File: src/rtl/lsu_mem_ctrl.sv
// Load/store controller between the CPU memory stage and a 32-bit word-ported data RAM.
// Decodes RV32I widths, extends loads, and does read-modify-write for SB/SH.
module lsu_mem_ctrl #(
  parameter int ADDR_W = 17,
  parameter int DATA_W = 32
) (
  input  logic              clk_i,
  input  logic              rst_ni,
  input  logic              req_valid_i,
  output logic              req_ready_o,
  input  logic              req_we_i,
  input  logic [2:0]        funct3_i,
  input  logic [31:0]       addr_i,
  input  logic [DATA_W-1:0] wdata_i,
  output logic              rsp_valid_o,
  output logic [DATA_W-1:0] rsp_rdata_o,
  output logic              rsp_err_o,
  output logic [31:0]       mem_a_o,
  output logic              mem_we_o,
  output logic [DATA_W-1:0] mem_wd_o,
  input  logic [DATA_W-1:0] mem_rd_i
);

  typedef enum logic [2:0] {
    S_IDLE,
    S_ACCESS,
    S_MERGE,
    S_RESP,
    S_ERR
  } state_e;

  state_e              state_q;
  logic                ready_q;
  logic                rsp_valid_q;
  logic                rsp_err_q;
  logic [DATA_W-1:0]   rsp_rdata_q;
  logic [31:0]         mem_a_q;
  logic                mem_we_q;
  logic [DATA_W-1:0]   mem_wd_q;
  logic                we_q;
  logic [2:0]          f3_q;
  logic [15:0]         wdata_q;

  logic [2:0]          size_m1_d;
  logic [ADDR_W:0]     end_d;
  logic                f3_bad_d;
  logic                hi_bad_d;
  logic                req_err_d;

  function automatic logic [DATA_W-1:0] load_ext(input logic [2:0] f3,
                                                 input logic [DATA_W-1:0] w);
    case (f3)
      3'd0:    load_ext = {{24{w[7]}}, w[7:0]};
      3'd1:    load_ext = {{16{w[15]}}, w[15:0]};
      3'd4:    load_ext = {24'd0, w[7:0]};
      3'd5:    load_ext = {16'd0, w[15:0]};
      default: load_ext = w;
    endcase
  endfunction

  function automatic logic [DATA_W-1:0] merge_word(input logic [2:0] f3,
                                                   input logic [DATA_W-1:0] old,
                                                   input logic [15:0] wd);
    if (f3[0]) merge_word = {old[31:16], wd};
    else       merge_word = {old[31:8], wd[7:0]};
  endfunction

  // Request decode: size, direction-specific funct3 legality, and range without wraparound.
  always_comb begin
    case (funct3_i[1:0])
      2'd0:    size_m1_d = 3'd0;
      2'd1:    size_m1_d = 3'd1;
      default: size_m1_d = 3'd3;
    endcase
    f3_bad_d  = req_we_i ? (funct3_i >= 3'd3)
                         : (funct3_i == 3'd3 || funct3_i == 3'd6 || funct3_i == 3'd7);
    hi_bad_d  = |addr_i[31:ADDR_W];
    end_d     = {1'b0, addr_i[ADDR_W-1:0]} + (ADDR_W+1)'(size_m1_d);
    req_err_d = f3_bad_d | hi_bad_d | end_d[ADDR_W];
  end

  always_ff @(posedge clk_i) begin
    if (!rst_ni) begin
      state_q     <= S_IDLE;
      ready_q     <= 1'b1;
      rsp_valid_q <= 1'b0;
      rsp_err_q   <= 1'b0;
      rsp_rdata_q <= '0;
      mem_a_q     <= '0;
      mem_we_q    <= 1'b0;
      mem_wd_q    <= '0;
      we_q        <= 1'b0;
      f3_q        <= '0;
      wdata_q     <= '0;
    end else begin
      case (state_q)
        S_IDLE: begin
          rsp_valid_q <= 1'b0;
          rsp_err_q   <= 1'b0;
          mem_we_q    <= 1'b0;
          if (req_valid_i) begin
            ready_q     <= 1'b0;
            we_q        <= req_we_i;
            f3_q        <= funct3_i;
            wdata_q     <= wdata_i[15:0];
            rsp_rdata_q <= '0;
            if (req_err_d) begin
              state_q     <= S_ERR;
              rsp_valid_q <= 1'b1;
              rsp_err_q   <= 1'b1;
            end else begin
              // SW drives the write during ACCESS, so its enable and data are set up here.
              state_q  <= S_ACCESS;
              mem_a_q  <= addr_i;
              mem_we_q <= req_we_i && (funct3_i[1:0] == 2'd2);
              mem_wd_q <= wdata_i;
            end
          end
        end
        S_ACCESS: begin
          mem_we_q <= 1'b0;
          if (!we_q) begin
            rsp_rdata_q <= load_ext(f3_q, mem_rd_i);
            rsp_valid_q <= 1'b1;
            state_q     <= S_RESP;
          end else if (f3_q[1:0] == 2'd2) begin
            rsp_valid_q <= 1'b1;
            state_q     <= S_RESP;
          end else begin
            mem_we_q <= 1'b1;
            mem_wd_q <= merge_word(f3_q, mem_rd_i, wdata_q);
            state_q  <= S_MERGE;
          end
        end
        S_MERGE: begin
          mem_we_q    <= 1'b0;
          rsp_valid_q <= 1'b1;
          state_q     <= S_RESP;
        end
        default: begin
          rsp_valid_q <= 1'b0;
          rsp_err_q   <= 1'b0;
          mem_we_q    <= 1'b0;
          ready_q     <= 1'b1;
          state_q     <= S_IDLE;
        end
      endcase
    end
  end

  assign req_ready_o = ready_q;
  assign rsp_valid_o = rsp_valid_q;
  assign rsp_err_o   = rsp_err_q;
  assign rsp_rdata_o = rsp_rdata_q;
  assign mem_a_o     = mem_a_q;
  assign mem_we_o    = mem_we_q;
  assign mem_wd_o    = mem_wd_q;

endmodule

File: config.mk
export PLATFORM = sky130hd
export DESIGN_NAME = lsu_mem_ctrl
export DESIGN_NICKNAME = d
export VERILOG_FILES = /design/src/rtl/lsu_mem_ctrl.sv
export SDC_FILE = /design/constraint.sdc
export NUM_CORES = 1
export LEC_CHECK = 0
export CAP_MARGIN = 20
export CORE_MARGIN = 5
export CORE_UTILIZATION = 47
export CTS_CLUSTER_DIAMETER = 80
export DETAILED_ROUTE_END_ITERATION = 12
export GPL_TIMING_DRIVEN = 0
export PLACE_DENSITY = 0.89
export SETUP_SLACK_MARGIN = 0.02
export SLEW_MARGIN = 30
export SYNTH_ARGS = -nofsm -noshare
export SYNTH_HDL_FRONTEND = slang
export SYNTH_SLANG_ARGS = --single-unit
File: constraint.sdc
create_clock -name clk_i -period 3.02 [get_ports clk_i]
set_input_delay 0.755 -clock clk_i [delete_from_list [all_inputs] [get_ports clk_i]]
set_output_delay 0.755 -clock clk_i [all_outputs]
set_load 0.02 [all_outputs]
### Word level (Yosys, flattened, before mapping)

Cells that the tools add are included.

* add/sub/neg operators: 1
* reduce and logical (&&, ||, !) cells: 14
* equality and inequality tests: 17
* magnitude comparators: 1
* bitwise logic cells: 4
* muxes and demuxes: 30

Operators by type and width (count)
* 32-bit two-way mux: 6
* 32-bit case mux with 2 select lines: 2
* 32-bit case mux with 4 select lines: 1
* 17-bit by 3-bit adder with 18-bit output: 1
* 16-bit two-way mux: 1
* 15-bit OR reduction: 1
* 3-bit equality test, second input constant: 4
* 1-bit two-way mux: 12
* 2-bit inequality test, second input constant: 5
* 3-bit case mux with 3 select lines: 1
* 3-bit by 1-bit equality test with 1-bit output, second input constant: 2
* 3-bit by 2-bit equality test with 1-bit output, second input constant: 2
* 3-bit logical NOT: 2
* 3-bit two-way mux: 2
* 1-bit case mux with 2 select lines: 3
* 3-bit AND reduction: 2
* 5-bit AND reduction: 1
* 2-bit equality test, second input constant: 2
* 2-bit case mux with 2 select lines: 1
* 2-bit AND reduction: 2
* 3-bit by 2-bit greater-or-equal comparator with 1-bit output, second input constant: 1
* 3-bit inequality test, second input constant: 1
* 1-bit case mux with 3 select lines: 1
* 2-bit by 1-bit equality test with 1-bit output, second input constant: 1
* 7 further kinds: 10

* register bits after elaboration: 123

### Longest topological paths before layout

Gate-level depths: netlist of run 1.

* depth after elaboration: 9
* depth in mapped cells: 8

### Worst setup path after synthesis of run 1

OpenSTA, ideal clock, no wires.

* path type: input to register
* start point: in funct3_i[1]
* end point: reg mem_wd_q[4] (netlist: mem_wd_o[4])
* buffers on the path: 3
* arrival: 2.201 ns
* slack: 0.728 ns
* stages on the path: 8
* cell sequence: clkbuf_1 -> ha_1 -> o211ai_1 -> a211oi_2 -> a32oi_2 -> buf_4 -> buf_2 -> a311oi_1

* longest elaborated chain between the ends: 8

RTL lines
* start: declaration: line 12 `input logic [2:0] funct3_i,`
* parallel branches: the longest is 5 deep, another holds 17-bit by 3-bit adder with 18-bit output
* 1-bit OR (*): line 79 `req_err_d = f3_bad_d | hi_bad_d | end_d[ADDR_W];`
* 2-bit inequality test (no source line) (*)
* 5-bit AND reduction (no source line) (*)
* end signal: assignment: line 116 `mem_wd_q <= wdata_i;`
* end signal: assignment: line 131 `mem_wd_q <= merge_word(f3_q, mem_rd_i, wdata_q);`
* end: declaration: line 39 `logic [DATA_W-1:0] mem_wd_q;`

Every way passes the cells marked *.
A chain may end at the register's enable or synchronous reset.

### Worst setup path after layout of run 1

* start point: in funct3_i[1]
* end point: reg mem_wd_q[1] (netlist: mem_wd_o[1])

The elaborated chain is that of the path after synthesis.

==> results by group, run 1 <==
Status
  – Status: complete, no violations

Global route
  – Met3 Resource Use GR: 0.0701
  – Global route overflow: 0
  – Layer with the highest usage: met2
  – Initial antenna violation count: 0
  – Vias in the first global route: 5407
  – Global-route met2 utilization: 0.471
  – First-pass GRT wire length: 27300 microns
  – Met1 Track Usage GR: 0.295
  – Tot GR Track Use: 0.268
  – Largest net degree at the start of global routing: 17

Clock tree
  – Clk sink count: 123
  – CTS tree: done
  – H-tree Lvls: 4
  – Post-CTS setup buffer count: 0
  – Clock latency on the worst-skew pair: 0.51 ns
  – CTS Buffer Depth: 2
  – CTS Buf Count: 17
  – Worst-path clk slew: 0.06 ns
  – Cts repair resizes: 0
  – Root Buffer: clkbuf_8
  – # hold bufs at CTS: 0

Cells and area
  – Layout cells sized above 1: 0.0678
  – Area of the multi-input gates: 2310 sq um
  – Area Growth Syn to Fin: 56.2%
  – Commonest non-fill, non-tap cell in the layout: clkdlybuf4s50_1
  – Fillers: 727
  – Final non-filler cell total: 933
  – Final nets: 888
  – Commonest non-fill, non-tap cells in the layout: 201 x clkdlybuf4s50_1, 123 x dfxtp_1, 112 x nand2_1, 76 x a21oi_1, 58 x mux2i_1
  – Antenna cells: 0
  – Register Area: 2460 sq um

STA
  – Final Slew Violations: 0
  – Final setup vio count: 0
  – Tmin final: 2.75 ns
  – Slew headroom: 0.562
  – Unrepaired setup endpoints after global routing: no
  – Peak Freq: 364 MHz
  – Worst slew pin tran: 0.657 ns
  – Worst Skew: 0.00885 ns
  – Period utilization: 0.911
  – Final hold violations: 0

Synthesis
  – Main area contributors after synthesis: dfxtp_1 49%, mux2i_1 12%, nand2_1 8.4%
  – Avg Inst Size Synth: 8.88 sq um
  – Synthesis Warnings: 0
  – Top_reg_cell synth: dfxtp_1
  – Post-synthesis cell area: 5010 sq um
  – Yosys reg bits: 123
  – Number of synthesized flops with an enable pin: 0
  – Mapped Nets: 668
  – Synthesized netlist cell count: 564
  – Distinct cells, synth: 37
  – Seq/Total Area, Yosys: 0.492
  – Yosys top cell by area: dfxtp_1
  – Post-synth ARST share: 0
  – Share of the synthesized area in the top cell type: 0.492

Placed design
  – Post-Place Cells: 901
  – IO Port Bufs: 201
  – Detailed placer's ending HPWL: 13300 microns
  – GPL Wtd Cong: 0.874

Power
  – Total power: 4280 uW
  – VDD IR-drop max: 0.475 mV
  – Pwr/cell area: 547 nW/um^2
  – Leakage power: 0.00292 uW

Job
  – Max Cap Viol: 0

Min path
  – Worst Hold Class: flip-flop to flip-flop
  – Hold Path Depth: 2

Setup path
  – Crit path max-delay family: buffers and inverters
  – CP required: 3.42 ns
  – Crit-path max FO: 10
  – WP depth: 9
  – Critical path, cell by cell: clkdlybuf4s50_1, clkbuf_1, ha_1, o211ai_1, a211oi_2, a32oi_2, buf_4, buf_2, a311oi_1
  – Bufs and invs on worst path: 4
  – CP Capture Type: flip-flop
  – Setup CP Type: input pin to flip-flop
  – Critical Path Start Type: input pin
  – CP peak stage delay: 0.54 ns
  – WP data arrival: 3.15 ns
  – CP max-delay cell: clkdlybuf4s50_1
  – Register-to-Register Path Depth: 7

Detailed routing
  – DRC Markers: 0
  – DRT Pass-1 Iters: 5
  – DR iter-0 viols: 341
  – DR WL/cell: 18.8 microns
  – Final WL: 17500 microns
  – Via density: 5.47
  – Detail Route Antenna Nets: 0
  – Via Count: 5100

Floorplan
  – Die Ht: 113 microns
  – Site row count: 37
  – Core ar.: 10400 sq um
  – Die Area: 12800 sq um
  – Initial core utilization: 0.483
  – Ports: 203
  – Die width: 113 microns
-- tightest hold or removal path: stages, from the launching register on --
cell     delay (ns)
dfxtp_1        0.31
nand2_1        0.05
a21oi_1        0.05
-- routing by layer --
metal	up-vias	wire, microns
li1	2441	-
met1	2418	6710
met2	183	8920
met3	58	1060
met4	0	810
met5	-	0
-- cell usage after synthesis (4+ instances only) --
library cell / count
a21oi_1: 76
buf_2: 14
and3_1: 15
a22oi_1: 8
o211ai_1: 10
o21ai_1: 17
mux2i_1: 58
nor2_1: 21
dfxtp_1: 123
a311oi_1: 24
nand2_1: 112
clkbuf_1: 33
o21ai_0: 11
nand4_1: 4
-- through the flow --
step                setup TNS (ns)  hold WS [ns]   util  area [sq um]  worst slack (ns)
finish                           0         0.452  0.754          7820             0.270
global route                     0         0.477  0.754          7820             0.175
floorplan                        0         0.436      -          5010             0.728
CTS                              0         0.454  0.754          7820             0.272
detailed placement           -5.77         0.446  0.693          7190            -0.209
global placement             -1.82         0.439  0.693          7190           -0.0707
-- kinds of logic after synthesis --
logic type                 Yosys count  share of synthesized area
and+or+nand+nor                    171                      0.151
AOI/OAI and AO/OA                  155                      0.191
DFF                                123                      0.492
muxes                               58                      0.116
buffers and inverters               55                     0.0462
xor gates and xnor gates             1                    0.00175
adders and majority gates            1                    0.00250
-- path summary, 6_finish.rpt --
kind	to	from	slack, ns
min reg2reg	rsp_rdata_o[21]$_SDFFE_PN0P_	rsp_rdata_o[21]$_SDFFE_PN0P_	0.45
min	rsp_rdata_o[21]$_SDFFE_PN0P_	rsp_rdata_o[21]$_SDFFE_PN0P_	0.45
max reg2reg	mem_wd_o[1]$_SDFFE_PN0P_	state_q[1]$_SDFFE_PN0P_	0.76
max	mem_wd_o[1]$_SDFFE_PN0P_	funct3_i[1]	0.27
-- state kept, by name, indices dropped and copies added (netlist names) --
signal       flops
rsp_valid_o      1
f3_q             3
req_ready_o      1
rsp_rdata_o     32
mem_wd_o        32
rsp_err_o        1
state_q          3
wdata_q         16
mem_we_o         1
mem_a_o         32
we_q             1
-- report_power, final --
| part | switching (uW) | internal, uW |
|---|---|---|
| clock | 751 | 1390 |
| sequential | 23.1 | 1660 |
| combinational | 231 | 220 |
-- layout make-up --
class                           instances  area share
Sequential cell                       123       0.315
Multi-Input combinational cell        386       0.296
Timing Repair Buffer                  201       0.257
Clock buffer                           20      0.0569
Buffer                                 51      0.0277
Clock inverter                         12      0.0238
Tap cell                              136      0.0218
Inverter                                4     0.00192
Power figures use the tool's default switching activity.
==> inputs of run 2 (changes only) <==
GPL_TIMING_DRIVEN = default   (was 0)
==> results by group, run 2 (same netlist as run 1, synthesis figures left out) <==
Status
  – Status: complete, no violations

Power
  – Pwr/cell area: 524 nW/um^2 (-4.1%)
  – Leakage power: 0.00287 uW (-1.6%)
  – Reg power frac: 0.417 (+0.023)
  – Switching share of power: 0.239 (+0.00388)
  – Psw: 965 uW (-4.0%)
  – VDD IR-drop max: 0.268 mV (-44%)
  – Internal power: 3080 uW (-6.0%)
  – Clock Power Share: 0.475 (-0.026)
  – Comb pwr share: 0.107 (+0.002)

Detailed routing
  – Final WL: 16100 microns (-7.9%)
  – DRC Markers: 0 (unchanged)
  – Via density: 5.51 (+0.85%)
  – DR iter-0 viols: 321 (-5.9%)
  – DR WL/cell: 18.0 microns (-4.0%)
  – Via Count: 4934 (-3.3%)
  – DRT Pass-1 Iters: 5 (unchanged)
  – Detail Route Antenna Nets: 0 (unchanged)

Floorplan
  – Core ar.: 10400 sq um (unchanged)
  – Site row count: 37 (unchanged)
  – Initial core utilization: 0.483 (unchanged)
  – Die Area: 12800 sq um (unchanged)
  – Die width: 113 microns (unchanged)
  – Die Ht: 113 microns (unchanged)
  – Ports: 203 (unchanged)

Placed design
  – IO Port Bufs: 202 (+0.50%)
  – GPL Wtd Cong: 0.833 (-4.7%)
  – Placed inst area: 7130 sq um (-0.80%)
  – Post-Place Cells: 863 (-4.2%)
  – Detailed placer's ending HPWL: 11700 microns (-12%)

Global route
  – Initial antenna violation count: 0 (unchanged)
  – First-pass GRT wire length: 25500 microns (-6.8%)
  – Largest net degree at the start of global routing: 69 (+52)
  – Vias in the first global route: 5085 (-6.0%)
  – Global route overflow: 0 (unchanged)
  – Tot GR Track Use: 0.246 (-0.0219)

Setup path
  – WP data arrival: 2.87 ns (-0.28 ns)
  – Critical Path Start Type: input pin
  – Crit-path max FO: 48 (+38)
  – CP Capture Type: flip-flop
  – CP required: 3.41 ns (about the same)
  – Setup CP Type: input pin to flip-flop

Clock tree
  – CTS Buffer Depth: 2 (unchanged)
  – CTS tree: done
  – Root Buffer: clkbuf_8
  – Clock latency on the worst-skew pair: 0.50 ns (about the same)
  – Clk sink count: 123 (unchanged)
  – H-tree Lvls: 4 (unchanged)
  – CTS Buf Count: 17 (unchanged)
  – Post-CTS setup buffer count: 0 (unchanged)
  – Worst-path clk slew: 0.06 ns (about the same)
  – Cts repair resizes: 0 (unchanged)
  – # hold bufs at CTS: 0 (unchanged)

STA
  – Worst slew pin tran: 0.595 ns (-0.0618 ns)
  – Tmin final: 2.47 ns (-0.275 ns)
  – Setup TNS: 0 ns (unchanged)
  – Final Slew Violations: 0 (unchanged)
  – Peak Freq: 404 MHz (+11%)
  – Unrepaired setup endpoints after global routing: no
  – Worst Skew: 0.00773 ns (-0.00113 ns)
  – Period utilization: 0.820 (-0.0912)
  – Worst hold margin: 0.453 ns (+0.000846 ns)
  – Final hold violations: 0 (unchanged)
  – Final setup vio count: 0 (unchanged)
  – Slew headroom: 0.603 (+0.0412)

Cells and area
  – Final nets: 850 (-4.3%)
  – Final non-filler cell total: 895 (-4.1%)
  – Antenna cells: 0 (unchanged)
  – Area of the multi-input gates: 2330 sq um (+0.59%)
  – Fillers: 732 (+0.69%)
  – Register Area: 2460 sq um (unchanged)
  – Area Growth Syn to Fin: 53.9%
  – Commonest non-fill, non-tap cell in the layout: clkdlybuf4s50_1
  – Layout cells sized above 1: 0.0711 (+0.00339)
  – Final Cell Area: 7710 sq um (-1.5%)
  – Commonest non-fill, non-tap cells in the layout: 201 x clkdlybuf4s50_1, 123 x dfxtp_1, 112 x nand2_1, 76 x a21oi_1, 58 x mux2i_1

Job
  – Max Cap Viol: 0 (unchanged)

Min path
  – Worst Hold Class: flip-flop to flip-flop
==> run 2: cell count changes in the layout (fill, tap and decap cells not counted), sizes merged <==
cell,previous run,this run
buf,18,13
bufinv,4,2
clkbuf,53,18
clkinv,3,8
inv,6,5
==> run 2: area by class of cell <==
class | count | area share
Multi-Input combinational cell | 386 | 0.302
Inverter | 4 | 0.00195
Timing Repair Buffer | 214 | 0.280
Sequential cell | 123 | 0.319
Tap cell | 136 | 0.0221
Clock buffer | 18 | 0.0555
Clock inverter | 14 | 0.0190
==> run 2: per-layer routing <==
metal / track usage / wire [microns] / up-vias
met4: 0.115 / 603 / 0
met2: 0.429 / 8170 / 186
met5: 0 / 0 / -
met3: 0.0572 / 889 / 43
li1: - / - / 2365
met1: 0.284 / 6460 / 2340
==> run 2: critical path, stage by stage <==
cell	delay [ns]
clkdlybuf4s50_1	0.55
ha_1	0.26
o211ai_1	0.12
a211oi_2	0.13
a32oi_2	0.36
buf_12	0.27
a21oi_1	0.11
a311oi_1	0.31
==> run 2: power groups by stage <==
stage | logic, uW | clock network [uW] | registers [uW]
4_1_cts | 433 | 1950 | 1690
5_1_grt | 466 | 2040 | 1690
3_3_place_gp | 419 | 0 | 1720
3_5_place_dp | 429 | 0 | 1720
2_1_floorplan | 167 | 0 | 1740
6_report | 434 | 1920 | 1690
==> run 2: through the flow <==
stage | utilization | total power, uW | setup WS (ns)
2_1_floorplan | - | 1910 | 0.728
3_3_place_gp | 0.688 | 2140 | 0.159
3_5_place_dp | 0.688 | 2150 | 0.0342
4_1_cts | 0.743 | 4070 | 0.562
5_1_grt | 0.743 | 4200 | 0.458
6_report | 0.743 | 4040 | 0.545
==> run 2: final timing paths <==
path                                                    from                            to  slack (ns)  cells past startpoint
worst min register to register  rsp_rdata_o[27]$_SDFFE_PN0P_  rsp_rdata_o[27]$_SDFFE_PN0P_        0.45                      2
worst max-delay path                             funct3_i[1]     mem_wd_o[23]$_SDFFE_PN0P_        0.55                      8
worst max register to register       state_q[0]$_SDFFE_PN0P_     mem_wd_o[23]$_SDFFE_PN0P_        0.72                      7
worst min-delay path            rsp_rdata_o[27]$_SDFFE_PN0P_  rsp_rdata_o[27]$_SDFFE_PN0P_        0.45                      2
==> inputs of run 3 (changes only) <==
CORE_UTILIZATION = 39   (was 47)
PLACE_DENSITY = 0.79   (was 0.89)
clock period = 2.1 ns   (was 3.02 ns; I/O delays follow)
==> results by group, run 3 (same netlist as run 1, synthesis figures left out) <==
Cells and area
  – Area Growth Syn to Fin: 69.6%
  – Layout cells sized above 1: 0.136 (+0.0646)
  – Final non-filler cell total: 977 (+9.2%)
  – Commonest non-fill, non-tap cell in the layout: clkdlybuf4s50_1
  – Final nets: 894 (+5.2%)
  – Commonest non-fill, non-tap cells in the layout: 188 x clkdlybuf4s50_1, 123 x dfxtp_1, 111 x nand2_1, 73 x a21oi_1, 57 x mux2i_1

Setup path
  – CP peak stage delay: 0.42 ns (-0.13 ns)
  – Setup CP Type: flip-flop to flip-flop
  – Bufs and invs on worst path: 3 (+1)
  – WP data arrival: 2.39 ns (-0.48 ns)
  – CP Capture Type: flip-flop
  – Crit path max-delay family: simple AND/OR/NAND/NOR gates
  – CP max-delay cell: dfxtp_1
  – CP required: 2.42 ns (-0.99 ns)
  – Critical path, cell by cell: nor3_4, nand2_1, a32oi_4, buf_12, buf_6, buf_6, a21oi_1, a311oi_1
  – Most used cell, CP: buf_6
  – Crit-path max FO: 6 (-88%)
  – Critical Path Start Type: flip-flop

STA
  – Worst Skew: 0.00401 ns (-0.00371 ns)
  – Final setup vio count: 0 (unchanged)
  – Slew headroom: 0.720 (+0.117)
  – Period utilization: 0.986
  – Final hold violations: 0 (unchanged)
  – Tmin final: 2.07 ns
  – Post-route setup slack: 0.0286 ns (-0.516 ns)
  – Worst slew pin tran: 0.420 ns (-0.175 ns)
  – Final Slew Violations: 0 (unchanged)
  – Peak Freq: 483 MHz

Clock tree
  – CTS tree: done
  – Root Buffer: clkbuf_16
  – Worst-path clk slew: 0.06 ns (about the same)
  – # hold bufs at CTS: 0 (unchanged)
  – Clock latency on the worst-skew pair: 0.42 ns (-0.08 ns)
  – H-tree Lvls: 4 (unchanged)
  – CTS Buf Count: 17 (unchanged)
  – CTS Buffer Depth: 2 (unchanged)
  – Clk sink count: 123 (unchanged)

Floorplan
  – Ports: 203 (unchanged)
  – Die Ht: 123 microns (+8.9%)
  – Die Area: 15200 sq um (+19%)
  – Core ar.: 12600 sq um (+22%)
  – Initial core utilization: 0.397 (-0.0861)
  – Die width: 123 microns (+8.9%)
  – Site row count: 41 (+11%)

Power
  – Pwr/cell area: 758 nW/um^2 (+45%)
  – VDD IR-drop max: 0.558 mV (+110%)
  – Total power: 6440 uW (+59%)
  – Leakage power: 0.00331 uW (+15%)

Detailed routing
  – DR WL/cell: 19.1 microns (+5.8%)
  – DR iter-0 viols: 339 (+5.6%)
  – DRT Pass-1 Iters: 5 (unchanged)
  – DRC Markers: 0 (unchanged)
  – Final WL: 18600 microns (+15%)
  – Via Count: 5316 (+7.7%)
  – Detail Route Antenna Nets: 0 (unchanged)
  – Via density: 5.44 (-1.3%)

Global route
  – Largest net degree at the start of global routing: 53 (-23%)
  – Met3 Resource Use GR: 0.0663 (+0.00911)
  – Global route overflow: 0 (unchanged)
  – Initial antenna violation count: 1 (+1)
  – Met1 Track Usage GR: 0.248 (-0.0366)
  – Vias in the first global route: 5042 (-0.85%)
  – Global-route met2 utilization: 0.369 (-0.0592)
  – Tot GR Track Use: 0.217 (-0.0294)
  – First-pass GRT wire length: 25800 microns (+1.5%)
  – Layer with the highest usage: met2

Placed design
  – Post-placement setup slack: -0.472 ns (-0.507 ns)
  – Post-Place Cells: 920 (+6.6%)
  – IO Port Bufs: 202 (unchanged)
  – Detailed placer's ending HPWL: 12000 microns (+3.1%)
  – GPL Wtd Cong: 0.859 (+3.1%)

Min path
  – Worst Hold Class: input pin to flip-flop

Status
  – Status: complete, no violations

Job
  – Max Cap Viol: 0 (unchanged)
## run 3: cell count changes in the layout (fill, tap and decap cells not counted), moves of 3 or more
cell | before | now
clkdlybuf4s50_1 | 201 | 188
clkbuf_16 | 16 | 22
buf_6 | 0 | 6
bufinv_16 | 2 | 5
a21oi_1 | 76 | 73
buf_4 | 8 | 33
dlymetal6s2s_1 | 0 | 9
nor4_1 | 3 | 0
nor4_2 | 0 | 3
buf_12 | 4 | 10
## run 3: per-layer routing
| metal | vias up | part of all wire |
|---|---|---|
| met5 | - | 0 |
| met4 | 0 | 0.034 |
| met3 | 53 | 0.079 |
| met2 | 258 | 0.51 |
| met1 | 2539 | 0.38 |
| li1 | 2466 | - |
## run 3: final cells by class
cell class | instances | area, sq um
inverters | 4 | 15.0
repair buffers | 258 | 2720
flip-flops and latches | 123 | 2460
multi-input cells | 386 | 2420
fillers | 943 | 4120
clock buffers | 18 | 439
well taps | 172 | 215
clock inverters | 14 | 219
diodes | 2 | 5.00
## run 3: power breakdown
group	leakage (uW)	internal, uW	switching (uW)
Clock	0.000316	2140	1100
Combinational	0.00200	401	364
Sequential	0.000997	2390	37.0
Total	0.00331	4930	1510
## run 3: final timing paths
check	cells past startpoint	to	startpoint	slack, ns
max reg2reg	8	mem_wd_o[6]$_SDFFE_PN0P_	state_q[2]$_SDFFE_PN0P_	0.03
max	8	mem_wd_o[6]$_SDFFE_PN0P_	state_q[2]$_SDFFE_PN0P_	0.03
min reg2reg	2	rsp_rdata_o[23]$_SDFFE_PN0P_	rsp_rdata_o[23]$_SDFFE_PN0P_	0.45
min	3	mem_a_o[2]$_SDFFE_PN0P_	addr_i[2]	0.42
## run 3: tightest hold or removal path: stages
cell and delay, ns:
dlymetal6s2s_1 0.14, nand2_1 0.06, mux2i_1 0.06
## run 3: stage by stage
step	utilization	hold WS [ns]	setup TNS, ns	area, sq um
final	0.673	0.419	0	8500
after global routing	0.673	0.407	-0.237	8490
after CTS	0.647	0.451	0	8170
after detailed placement	0.584	0.443	-25.54	7370
after global placement	0.584	0.439	-23.88	7370
after floorplan	-	0.436	0	5010
## run 3: timing repair
action | CTS | global route
pin swaps | 1 | 25
gates cloned | 3 | 9
resized for setup | 13 | 25
buffers inserted | 5 | 7
endpoints found under the setup margin | 17 | 43
